`config.mk`:
```
export PLATFORM = sky130hd
export DESIGN_NAME = mem16x8_arb
export DESIGN_NICKNAME = d
export VERILOG_FILES = /design/src/rtl/mem16x8_arb.sv
export SDC_FILE = /design/constraint.sdc
export NUM_CORES = 1
export LEC_CHECK = 0
export BUFFER_PORTS_ARGS = -buffer_cell sky130_fd_sc_hd__clkbuf_2
export CELL_PAD_IN_SITES_DETAIL_PLACEMENT = 1
export CELL_PAD_IN_SITES_GLOBAL_PLACEMENT = 2
export CORE_MARGIN = 5
export CORE_UTILIZATION = 22
export CTS_CLUSTER_DIAMETER = 60
export DETAILED_ROUTE_END_ITERATION = 8
export GPL_TIMING_DRIVEN = 0
export PLACE_DENSITY_LB_ADDON = 0.1
export SYNTH_ARGS = -nofsm -noshare
export SYNTH_HDL_FRONTEND = slang
export SYNTH_SLANG_ARGS = --single-unit
```
`constraint.sdc`:
```
create_clock -name clk -period 1.3 [get_ports clk]
set_input_delay 0.065 -clock clk [delete_from_list [all_inputs] [get_ports clk]]
set_output_delay 0.065 -clock clk [all_outputs]
set_load 0.05 [all_outputs]
```
`src/rtl/mem16x8_arb.sv`:
```
`default_nettype none
// ============================================================================
// Module   : mem16x8_arb
// Brief    : Two-port round-robin arbiter and fill sequencer for the 16x8
//            register-file memory, with a two-stage read-return pipeline.
// Revision : 1.0 - initial release
// ============================================================================
module mem16x8_arb #(
    parameter logic [7:0] FILL           = 8'h00,
    parameter bit         CLEAR_ON_RESET = 1'b1
) (
    input  logic       clk,
    input  logic       rst,
    input  logic       clr,
    output logic       busy,
    input  logic       req0,
    input  logic       req1,
    input  logic       we0,
    input  logic       we1,
    input  logic [3:0] addr0,
    input  logic [3:0] addr1,
    input  logic [7:0] wdata0,
    input  logic [7:0] wdata1,
    output logic       gnt0,
    output logic       gnt1,
    output logic       rvalid0,
    output logic       rvalid1,
    output logic [7:0] rdata0,
    output logic [7:0] rdata1,
    output logic       mem_we,
    output logic [3:0] mem_addr,
    output logic [7:0] mem_data,
    input  logic [7:0] mem_out
);

    localparam logic [0:0] ST_CLEAR = 1'b0;
    localparam logic [0:0] ST_RUN   = 1'b1;

    logic [0:0] r_state;
    logic [0:0] w_state_nxt;
    logic [3:0] r_cnt;
    logic       r_ptr;
    logic       w_gnt0;
    logic       w_gnt1;
    logic       w_busy;
    logic       w_mem_we;
    logic [3:0] w_mem_addr;
    logic [7:0] w_mem_data;
    logic       r_s1_valid;
    logic       r_s1_port;
    logic       r_rvalid0;
    logic       r_rvalid1;
    logic [7:0] r_rdata0;
    logic [7:0] r_rdata1;

    always_ff @(posedge clk) begin
        if (rst) begin
            r_state <= CLEAR_ON_RESET ? ST_CLEAR : ST_RUN;
        end else begin
            r_state <= w_state_nxt;
        end
    end

    always_comb begin
        w_state_nxt = r_state;
        case (r_state)
            ST_CLEAR: if (r_cnt == 4'd15) w_state_nxt = ST_RUN;
            ST_RUN:   if (clr)            w_state_nxt = ST_CLEAR;
            default:  w_state_nxt = ST_RUN;
        endcase
    end

    // Grants and memory drive; the cycle that samples clr is kept grant-free.
    always_comb begin
        w_gnt0     = 1'b0;
        w_gnt1     = 1'b0;
        w_busy     = 1'b0;
        w_mem_we   = 1'b0;
        w_mem_addr = 4'h0;
        w_mem_data = 8'h00;
        case (r_state)
            ST_CLEAR: begin
                w_busy     = 1'b1;
                w_mem_we   = 1'b1;
                w_mem_addr = r_cnt;
                w_mem_data = FILL;
            end
            ST_RUN: begin
                if (!clr) begin
                    if (req0 && (!req1 || !r_ptr)) begin
                        w_gnt0 = 1'b1;
                    end else if (req1) begin
                        w_gnt1 = 1'b1;
                    end
                end
                if (w_gnt0) begin
                    w_mem_we   = we0;
                    w_mem_addr = addr0;
                    w_mem_data = wdata0;
                end else if (w_gnt1) begin
                    w_mem_we   = we1;
                    w_mem_addr = addr1;
                    w_mem_data = wdata1;
                end
            end
            default: begin
                w_busy = 1'b0;
            end
        endcase
    end

    // Sweep counter idles at zero in RUN so every sweep starts from address 0.
    always_ff @(posedge clk) begin
        if (rst || (r_state == ST_RUN)) begin
            r_cnt <= 4'h0;
        end else begin
            r_cnt <= r_cnt + 4'd1;
        end
    end

    always_ff @(posedge clk) begin
        if (rst) begin
            r_ptr <= 1'b0;
        end else if (w_gnt0) begin
            r_ptr <= 1'b1;
        end else if (w_gnt1) begin
            r_ptr <= 1'b0;
        end
    end

    always_ff @(posedge clk) begin
        if (rst) begin
            r_s1_valid <= 1'b0;
            r_s1_port  <= 1'b0;
        end else begin
            r_s1_valid <= (w_gnt0 && !we0) || (w_gnt1 && !we1);
            r_s1_port  <= w_gnt1;
        end
    end

    // mem_out carries the data for the address driven one cycle earlier.
    always_ff @(posedge clk) begin
        if (rst) begin
            r_rvalid0 <= 1'b0;
            r_rvalid1 <= 1'b0;
            r_rdata0  <= 8'h00;
            r_rdata1  <= 8'h00;
        end else begin
            r_rvalid0 <= r_s1_valid && !r_s1_port;
            r_rvalid1 <= r_s1_valid && r_s1_port;
            if (r_s1_valid && !r_s1_port) r_rdata0 <= mem_out;
            if (r_s1_valid && r_s1_port)  r_rdata1 <= mem_out;
        end
    end

    assign busy     = w_busy;
    assign gnt0     = w_gnt0;
    assign gnt1     = w_gnt1;
    assign mem_we   = w_mem_we;
    assign mem_addr = w_mem_addr;
    assign mem_data = w_mem_data;
    assign rvalid0  = r_rvalid0;
    assign rvalid1  = r_rvalid1;
    assign rdata0   = r_rdata0;
    assign rdata1   = r_rdata1;

endmodule
`default_nettype wire

```
Word level (Yosys, flattened, before mapping). Cells that the tools add are included. W data, S select, Z words.

Word-level logic and storage cells: 50. Register bits after elaboration: 26.

Equal/unequal tests: 1. Add/sub/neg operators: 1. Muxes and demuxes: 24. Reductions and logical operators: 14. Bitwise gates (word level): 1.

Operators with widths (count): $mux W1 (16); $mux W8 (2); $pmux W8 S2 (1); $mux W4 (2); $pmux W4 S2 (1); $logic_and A1 B1 Y1 (5); $logic_not A1 Y1 (5); $add A4 B1 Y4 const B (1); $eq A4 B4 Y1 const B (1); $pmux W1 S2 (2); $logic_or A1 B1 Y1 (3); $reduce_bool A2 Y1 (1); $not A1 Y1 (1).

Logic depth before layout (Yosys ltp).
Depth after elaboration: 9. Gate-level depth with buffers: 5. Mapped depth without buffers: 3.

Worst setup path before layout. Ideal clock, no wire load.

Path type: flip-flop to output port. Start point: reg r_ptr. End point: out mem_we. Data required time: 1235 ps. Setup slack: -1124 ps. Data arrival time: 2359 ps. Stages on the path, launching flop included: 3. Path buffers: 0. Path through: dfxtp_1 > a21bo_2 > o311ai_0.

Cells in the longest elaborated chain, start to end: 9. Elaborated cells between the ends (all ways): 12. Classes of those cells: mux: 9; reduce/logical: 3.

RTL lines: start: declaration (RTL line 42) `logic r_ptr;`; start signal: assignment (RTL line 123) `r_ptr <= 1'b0;`; start signal: assignment (RTL line 125) `r_ptr <= 1'b1;`; start signal: assignment (RTL line 127) `r_ptr <= 1'b0;`; $logic_not A1 Y1 (*) (RTL line 90) `if (req0 && (!req1 || !r_ptr)) begin`; $logic_or A1 B1 Y1 (*) (RTL line 90); $logic_and A1 B1 Y1 (*) (RTL line 90); $mux W1 (RTL line 90); $mux W1 (RTL line 89) `if (!clr) begin`; $mux W1 (RTL line 81) `case (r_state)`; $mux W1 (RTL line 100) `end else if (w_gnt1) begin`; $mux W1 (*) (RTL line 96) `if (w_gnt0) begin`; $pmux W1 S2 (*) (RTL line 81); end: declaration (RTL line 30) `output logic mem_we,`.

Mark *: on every way between the ends. The rest lies on a longest branch, timed or not. The select of a mux whose other input is x is not followed.

Worst setup path after layout.
Start point: reg r_state. End point: out mem_addr[0].

Cells in the longest elaborated chain, start to end: 2.

RTL lines: start: declaration (RTL line 39) `logic [0:0] r_state;`; start signal: assignment (RTL line 58) `r_state <= CLEAR_ON_RESET ? ST_CLEAR : ST_RUN;`; start signal: assignment (RTL line 60) `r_state <= w_state_nxt;`; $not A1 Y1; $pmux W4 S2 (*) (RTL line 81); end: declaration (RTL line 31) `output logic [3:0] mem_addr,`.

Mark *: on every way between the ends. The rest lies on a longest branch, timed or not.

==> impl_metrics.py <==
metrics = {
    "clocking": {
        "cts_root_buf": "clkbuf_8",
        "cts_buffers": 3,
        "cts_tree": "built",
        "clk_pin_slew_ns": 0.09,
        "htreeDepth": 1,
        "max-clock-path-buffers": 2,
        "clock-sinks": 26,
        "clk_latency_ns": 0.27,
    },
    "layout": {
        "drive_above_1_share": 0.5070,
        "layout.nets": 254,
        "n_antenna_cell": 0,
        "instances_no_fill": 283,
        "fin_util": 0.3856,
        "mostFrequentLayoutCells": "56 x clkbuf_2, 25 x nand2_1, 24 x dfxtp_1",
        "synthToLayoutAreaGrowth_pct": 70.16,
        "fillers": 606,
        "final_common_cell": "clkbuf_2",
    },
    "floorplan": {
        "die_area_um2": 6811,
        "start_util": 0.2266,
        "row_count": 26,
        "die_h_um": 82.53,
        "io_pins": 73,
        "fp.coreArea_um2": 5107,
        "die_w_um": 82.53,
    },
    "yosys": {
        "synth_top_area_frac": 0.4497,
        "netlist_instances": 132,
        "yosysSeqAreaShare": 0.4497,
        "synth_area_leader_cell": "dfxtp_1",
        "ys.flop_type": "dfxtp_1",
        "syn_avg_cell_area_um2": 8.768,
        "synth_cell_types": 30,
        "async_flop_share": 0,
        "syn_area_um2": 1157,
        "synth_warnings": 0,
        "ys_seq_elements": 26,
        "synthTopCellsByArea": "dfxtp_1 45%, nand2_1 8.1%, a21oi_1 7.8%",
        "syn_nets": 172,
        "synth_edf_count": 0,
    },
    "route": {
        "drt_first_pass_iters": 4,
        "ant_nets": 0,
        "drt-wirelength-per-cell_um": 14.79,
        "drt_wl_total_um": 4186,
        "drc_errors": 0,
        "routed_via_density": 4.396,
        "vias": 1244,
        "drtIter0Drc": 37,
    },
    "grt": {
        "antenna_found_initial": 0,
        "grt_pass1_wl_um": 6341,
        "grt_max_degree": 16,
        "grt_use_total": 0.1198,
        "grt_overflow": 0,
        "grt_pass1_vias": 1307,
    },
    "setup_path": {
        "rrSetupSlack_ns": 0.05,
        "criticalPathCategory": "reg2out",
        "cp.arrival_ns": 1.56,
        "end_kind": "output pin",
        "cp-start-kind": "register",
        "path_max_fanout": 4,
        "worstPathRequired_ns": 1.24,
    },
    "timing": {
        "slew-limit-headroom": 0.6743,
        "fmax_ghz": 0.6171,
        "tns_ns": -4.088,
        "maxSlewViolCount": 0,
        "rsz0062_at_grt": "yes",
        "setup_violations": 15,
        "fin_crit_ns": 1.620,
        "fin_ws_ns": -0.3204,
        "final_hold_viol_count": 0,
        "tightest_slew_ns": 0.4886,
        "finalCritPeriodShare": 1.246,
        "fin_skew_ns": 0.005881,
    },
    "power": {
        "p_int_w": 0.001314,
        "pwr-share-clk": 0.399,
        "netSwitchingFraction": 0.2148,
        "p_leak_nw": 0.8530,
        "power.density_nw_per_um2": 849.9,
        "p_switching_w": 0.0003595,
        "pwr-share-comb": 0.118,
        "ir_drop_mv": 0.5882,
        "p_seq_frac": 0.483,
    },
    "place": {
        "dp_cells": 273,
        "gp_congestion": 0.7410,
        "io_buffers": 71,
        "dpl.hpwl_um": 3277,
    },
    "run_status": {
        "violations": "negative setup slack",
        "outcome": "complete, but fails checks",
    },
    "min_path": {
        "hp-class": "in2reg",
    },
    "job": {
        "cap_violations": 0,
    },
}
stage by stage:
step / total power (W) / worst slack [ns] / instance area [um^2] / hold WS, ns
floorplan: 0.0009068 / -0.03421 / 1195 / 0.1811
global placement: 0.0009922 / -0.1974 / 1638 / 0.3229
detailed placement: 0.0009957 / -0.2176 / 1638 / 0.3211
CTS: 0.001703 / -0.3416 / 1876 / 0.01681
global route: 0.001746 / -0.3780 / 1969 / 0.02950
finish: 0.001674 / -0.3204 / 1969 / 0.02598
layer usage:
metal	up-vias	wire length [um]	global-route usage
li1	622	-	-
met3	2	348	0.03037
met1	573	1924	0.1569
met2	47	1891	0.1915
met4	0	22	0.03922
met5	-	0	0
state kept, by name, indices dropped and copies added, names as in the netlist:
name        cells
r_cnt           4
r_ptr           1
r_s1_port       1
r_s1_valid      1
r_state         1
rdata0          8
rdata1          8
rvalid0         1
rvalid1         1
area by class of cell:
class,count,area (um^2),area share
Buffer,10,70.07,0.03558
Clock buffer,3,41.29,0.02097
Clock inverter,1,30.03,0.01525
Inverter,2,7.507,0.003812
Multi-Input combinational cell,93,600.6,0.3050
Sequential cell,26,525.5,0.2668
Tap cell,70,87.58,0.04447
Timing Repair Buffer,78,606.8,0.3081
cell usage after synthesis, types with 2 or more instances:
| cell type | n |
|---|---|
| a21oi_1 | 18 |
| a221o_1 | 4 |
| a22o_1 | 8 |
| buf_2 | 3 |
| buf_6 | 2 |
| clkbuf_1 | 4 |
| dfxtp_1 | 26 |
| inv_1 | 2 |
| nand2_1 | 25 |
| nand3_1 | 10 |
| nor2_1 | 2 |
| nor2b_1 | 7 |
| nor3_1 | 4 |
cell families after synthesis:
group                    share of synthesized area
AO/OA/AOI/OAI                               0.2043
AND/OR/NAND/NOR                             0.2519
adder cells (fa/ha/maj)                    0.01081
buffers and inverters                      0.06809
XOR/XNOR                                   0.01514
flip-flops                                  0.4497
timing repair:
item / in CTS / in global routing
hold buffers: 0 / 0
buffers inserted: 2 / 5
cloned: 0 / 1
resized for setup: 37 / 21
endpoints found under the setup margin: 16 / 17
pin swaps: 3 / 0
power groups by stage:
stage | logic, W | registers, W | clock network [W]
floorplan | 0.0000791 | 0.000828 | 0
global placement | 0.000162 | 0.000830 | 0
detailed placement | 0.000166 | 0.000830 | 0
CTS | 0.000192 | 0.000811 | 0.000700
global route | 0.000214 | 0.000811 | 0.000721
finish | 0.000198 | 0.000809 | 0.000667
worst paths after layout:
check,startpoint,to,depth (start not counted)
worst max-delay path,r_state$_SDFF_PP0_,mem_addr[0],5
worst max register to register,r_ptr$_SDFFE_PP0P_,r_s1_port$_SDFF_PP0_,5
worst min register to register,rdata0[3]$_SDFFE_PP0P_,rdata0[3]$_SDFFE_PP0P_,2
worst min-delay path,mem_out[5],rdata0[5]$_SDFFE_PP0P_,3
critical path, stage by stage (launching register included):
cell     delay [ns]
dfxtp_2        0.34
or2b_4         0.22
nor2_4         0.05
buf_4          0.12
a221o_2        0.40
buf_8          0.16
(Power assumes the default switching activity.)
